--- config.mk ---
export PLATFORM = sky130hd
export DESIGN_NAME = amplificador_param
export DESIGN_NICKNAME = d
export VERILOG_FILES = /design/src/rtl/amplificador_param.sv
export SDC_FILE = /design/constraint.sdc
export NUM_CORES = 1
export LEC_CHECK = 0
export ABC_AREA = 1
export ABC_CLOCK_PERIOD_IN_PS = 2009
export CAP_MARGIN = 25
export CORE_MARGIN = 2
export CORE_UTILIZATION = 55
export CTS_CLUSTER_SIZE = 24
export DETAILED_ROUTE_END_ITERATION = 8
export PLACE_DENSITY = 0.79
export SYNTH_ARGS = -nofsm -noshare
export SYNTH_HDL_FRONTEND = slang
export SYNTH_SLANG_ARGS = --single-unit
--- constraint.sdc ---
create_clock -name clk -period 2.01 [get_ports clk]
set_input_delay 0.3015 -clock clk [delete_from_list [all_inputs] [get_ports clk]]
set_output_delay 0.3015 -clock clk [all_outputs]
set_load 0.03 [all_outputs]
--- src/rtl/amplificador_param.sv ---
// rtl/amplificador_param.sv - two-stage signed x unsigned gain stage with saturation and bypass
// Stage 1 holds the full product, stage 2 holds the shifted and clamped result.
module amplificador_param #(
  parameter int WIDTH  = 8,
  parameter int GAIN_W = 4,
  parameter int FRAC   = 2
) (
  input  logic              clk,
  input  logic              rst_n,
  input  logic              in_valid,
  output logic              in_ready,
  input  logic [WIDTH-1:0]  in_data,
  input  logic [GAIN_W-1:0] in_gain,
  input  logic              in_bypass,
  output logic              out_valid,
  input  logic              out_ready,
  output logic [WIDTH-1:0]  out_data,
  output logic              out_sat,
  input  logic              sat_clr,
  output logic [15:0]       sat_count
);

  localparam int PW = WIDTH + GAIN_W + 1;
  typedef logic signed [PW-1:0] prod_t;

  localparam prod_t MAX_V = {{(GAIN_W+2){1'b0}}, {(WIDTH-1){1'b1}}};
  localparam prod_t MIN_V = {{(GAIN_W+2){1'b1}}, {(WIDTH-1){1'b0}}};

  logic             s1_valid_q;
  prod_t            s1_prod_q;
  logic             s1_bypass_q;
  logic [WIDTH-1:0] s1_data_q;

  logic             out_valid_q;
  logic [WIDTH-1:0] out_data_q;
  logic             out_sat_q;
  logic [15:0]      sat_count_q;

  logic             s2_adv;
  logic             s1_take;
  logic             in_xfer;
  logic             out_xfer;
  prod_t            data_ext;
  prod_t            gain_ext;
  prod_t            prod_d;
  prod_t            shifted;
  logic [WIDTH-1:0] out_data_d;
  logic             out_sat_d;
  logic [15:0]      sat_count_d;

  assign s2_adv   = !out_valid_q || out_ready;
  assign s1_take  = !s1_valid_q || s2_adv;
  assign in_ready = rst_n && s1_take;
  assign in_xfer  = in_valid && s1_take;
  assign out_xfer = out_valid_q && out_ready;

  // Both operands widened to the product width so the product cannot overflow.
  assign data_ext = {{(GAIN_W+1){in_data[WIDTH-1]}}, in_data};
  assign gain_ext = {{(WIDTH+1){1'b0}}, in_gain};
  assign prod_d   = data_ext * gain_ext;
  assign shifted  = s1_prod_q >>> FRAC;

  always_comb begin
    out_data_d = shifted[WIDTH-1:0];
    out_sat_d  = 1'b0;
    if (s1_bypass_q) begin
      out_data_d = s1_data_q;
    end else if (shifted > MAX_V) begin
      out_data_d = MAX_V[WIDTH-1:0];
      out_sat_d  = 1'b1;
    end else if (shifted < MIN_V) begin
      out_data_d = MIN_V[WIDTH-1:0];
      out_sat_d  = 1'b1;
    end
  end

  always_comb begin
    sat_count_d = sat_count_q;
    if (sat_clr) begin
      sat_count_d = 16'd0;
    end else if (out_xfer && out_sat_q && sat_count_q != 16'hFFFF) begin
      sat_count_d = sat_count_q + 16'd1;
    end
  end

  always_ff @(posedge clk or negedge rst_n) begin
    if (!rst_n) begin
      s1_valid_q  <= 1'b0;
      s1_prod_q   <= '0;
      s1_bypass_q <= 1'b0;
      s1_data_q   <= '0;
      out_valid_q <= 1'b0;
      out_data_q  <= '0;
      out_sat_q   <= 1'b0;
      sat_count_q <= 16'd0;
    end else begin
      if (s1_take) begin
        s1_valid_q <= in_valid;
      end
      if (in_xfer) begin
        s1_prod_q   <= prod_d;
        s1_bypass_q <= in_bypass;
        s1_data_q   <= in_data;
      end
      if (s2_adv) begin
        out_valid_q <= s1_valid_q;
        if (s1_valid_q) begin
          out_data_q <= out_data_d;
          out_sat_q  <= out_sat_d;
        end
      end
      sat_count_q <= sat_count_d;
    end
  end

  assign out_valid = out_valid_q;
  assign out_data  = out_data_q;
  assign out_sat   = out_sat_q;
  assign sat_count = sat_count_q;

endmodule

==> results by group <==
Synth
  • Part of the Yosys area used for sequential elements: 31.9%
  • Cells after Synth: 519
  • Syn nets: 578
  • Yosys reg bits: 47
  • Syn avg cell area: 7.09 um2
  • Cell Area, Synth: 3680 um2
  • Yosys warns: 0
  • Unique masters post-synth: 27

Global route
  • Antenna violations before repair: 0
  • Vias in the first global route: 3361
  • Overall routing resource usage: 25.0%
  • First-pass GRT wire length: 15000 um
  • Largest net degree at the start of global routing: 48
  • Global route overflow: 0

Floorplanning
  • Core Rows: 29
  • Initial Utilization: 57.3%
  • Die area: 7370 um2
  • Core area: 6420 um2
  • Die height: 85.8 um
  • Die X: 85.8 um
  • I/O Pins: 45

Setup path
  • Top cell family by delay on the critical path: adder cells
  • Critical path data arrival time: 2.90 ns
  • Reg2reg setup slack: 0.15 ns
  • Worst EP required: 2.20 ns
  • Worst Setup SP: in_data[6]
  • CP Class: in2reg
  • Critical Path End: s1_prod_q[11]
  • Most common cell on crit path: nand2_1
  • R2r worst-path depth: 11
  • Crit-path max cell delay: 0.53 ns
  • Critical path cell sequence: clkdlybuf4s15_2, nand2_1, inv_2, ha_4, fa_1, fa_1, ha_4, nand2_2, nor2_4, nand3_2, nand3_1, nand2_1, nand3_1, nand2_1
  • Worst setup SP type: primary input
  • Worst path depth: 14
  • Slowest CP cell: fa_1
  • RR Startpoint: sat_count[0]
  • Critical path peak fanout: 4
  • Critical Path End Type: flop
  • WP buf/inv: 2
  • Critical R2R Capture: sat_count[11]

Finish
  • ANT cells: 0
  • Fill count: 412
  • Layout area overhead: 38.8%
  • # nets final: 659
  • Final core occ: 79.6%
  • Fin area: 5110 um2
  • Storage element area: 1180 um2
  • Layout cells sized above 1: 27.0%
  • Multi-input logic area: 2560 um2
  • Layout Cells excl Fill: 678

Min path
  • Hold WC Path Type: in2async

Placement
  • GPL Wtd Cong: 0.915
  • Port Buffers: 44
  • Placed Cells: 662
  • Post-DP HPWL: 6500 um
  • Area after DPL: 4570 um2

STA
  • Setup TNS Final: -5.43 ns
  • Final hold slack: 0.114 ns
  • Slew @ Worst Pin: 0.578 ns
  • Minimum clock period: 2.71 ns
  • Fin crit share: 135%
  • Post-route setup slack: -0.700 ns
  • RSZ-0062 raised after global routing: yes
  • Final setup viols: 9
  • Layout Skew: 0.00743 ns
  • Peak Freq: 369 MHz
  • Final Hold Fails: 0
  • Final Max Tran Viols: 0
  • Max_slew headroom: 61.2%

Power
  • Leakage: 2.62 nW
  • Combinational share of power: 49.8%
  • Sw frac: 38.8%
  • Worst VDD drop: 0.391 mV
  • P_int: 2.56 mW
  • P per Cell Area: 819 nW/um2
  • Clk network pwr share: 19.4%
  • Sequential share of power: 30.8%
  • Psw: 1.62 mW

Detailed routing
  • First DRT Iteration DRCs: 348
  • WL per Instance: 14.3 um
  • Drt first pass iters: 7
  • DR vias/cell: 5.41
  • Vias post-DR: 3665
  • Drt drc: 4
  • Total wire length: 9700 um
  • DRT antenna net count: 0

Clock network
  • Reg clk slew, reported paths: 0.09 ns
  • H-tree lvl count: 2
  • Clk root buf: clkbuf_8
  • Clock latency on the worst-skew pair: 0.30 ns
  • CTS tree: yes
  • Clock sink count: 47
  • Maximum root-to-sink buffer count: 2
  • CTS buffer count: 5

Run status
  • Status: finished with violations
  • Failing checks: DRC, setup timing

Run
  • MaxCap Viol Count: 0
[how the worst min path moves through the flow]
stage | from | to | slack (ns) | cells after the start
3_5_place_dp | rst_n | out_data[3] | 0.47 | 2
5_1_grt | rst_n | s1_valid_q | 0.18 | 2
2_1_floorplan | rst_n | out_data[0] | 0.006 | 0
3_3_place_gp | s1_data_q[5] | s1_data_q[5] | 0.46 | 2
6_report | rst_n | s1_valid_q | 0.11 | 2
4_1_cts | rst_n | s1_valid_q | 0.14 | 2
[routing by layer]
layer	GRT usage, %	up-vias	routed length [um]
met5	0	-	0
met4	7.07	0	233
met3	3.18	26	519
met2	41.7	158	4720
met1	34.5	1725	4230
li1	-	1756	-
[cell type report]
type	count	share of cell area, %
repair buffers	86	15.7
clock buffers	6	1.42
multi-input cells	369	50.0
well taps	77	1.89
inverters	91	6.73
flip-flops and latches	47	23.0
clock inverters	2	1.18
[layout by cell type (no fill, tap or decap), types with 9 or more instances in the layout]
cell type          n
buf_4             37
buf_6              9
clkdlybuf4s50_1   30
dfrtp_1           47
fa_1              16
ha_4              18
inv_1             65
inv_2             24
nand2_1          164
nand2_2           21
nand3_1           29
nand4_1           11
nor2_1            32
xor2_1             9
[state kept, by name, summed over array words and instances (netlist names)]
| name | flops |
|---|---|
| s1_prod_q | 11 |
| s1_data_q | 8 |
| sat_count | 16 |
| out_data | 8 |
| out_valid | 1 |
| s1_valid_q | 1 |
| s1_bypass_q | 1 |
| out_sat | 1 |
[synthesized netlist by cell type]
cell type | count | area (um2)
ha_1 | 24 | 300
buf_2 | 4 | 20.0
fa_1 | 17 | 340
a21oi_1 | 6 | 30.0
dfrtp_1 | 47 | 1180
clkinv_1 | 1 | 3.75
clkbuf_1 | 7 | 26.3
o211ai_1 | 7 | 52.6
nand2_1 | 192 | 721
nor2_2 | 3 | 18.8
o21bai_1 | 2 | 15.0
xor2_1 | 9 | 78.8
nor2_1 | 36 | 135
xnor2_1 | 2 | 17.5
o21ai_0 | 12 | 60.1
nor3_1 | 4 | 20.0
nor3_2 | 1 | 10.0
nand3b_1 | 1 | 7.51
buf_6 | 1 | 11.3
nand2_2 | 1 | 6.26
nand4_1 | 11 | 68.8
nand3_1 | 35 | 175
or2_2 | 1 | 6.26
a31oi_1 | 2 | 12.5
inv_1 | 90 | 338
nor2_4 | 2 | 22.5
a22o_1 | 1 | 8.76
[power by group through the flow]
stage	Combinational [mW]	Clock (mW)	Sequential (mW)
2_1_floorplan	0.944	0	1.47
3_3_place_gp	1.66	0	1.29
3_5_place_dp	1.70	0	1.31
4_1_cts	1.82	0.819	1.29
5_1_grt	2.25	0.859	1.32
6_report	2.08	0.810	1.29
[kinds of logic (layout without fill, tap and decap cells)]
group / count (synthesis) / in the layout / share of synthesized area [%]
xor+xnor: 11 / 11 / 2.62
fa+ha+maj: 41 / 41 / 17.4
flops: 47 / 47 / 31.9
simple gates: 287 / 287 / 32.3
compound gates: 30 / 30 / 4.86
buf+inv: 103 / 185 / 10.8
[what timing repair did]
item,4_1_cts,5_1_grt
setup buffers,2,6
hold buffers,0,0
resized for setup,100,47
pin swaps,37,32
setup endpoints to repair,10,23
[stage by stage]
stage / setup slack, ns / power [mW]
after detailed placement: -1.44 / 3.01
final: -0.700 / 4.18
after CTS: -0.626 / 3.93
after floorplan: -0.768 / 2.41
after global routing: -0.801 / 4.43
after global placement: -1.34 / 2.96
Note: power is estimated with default switching activity, not from simulation.
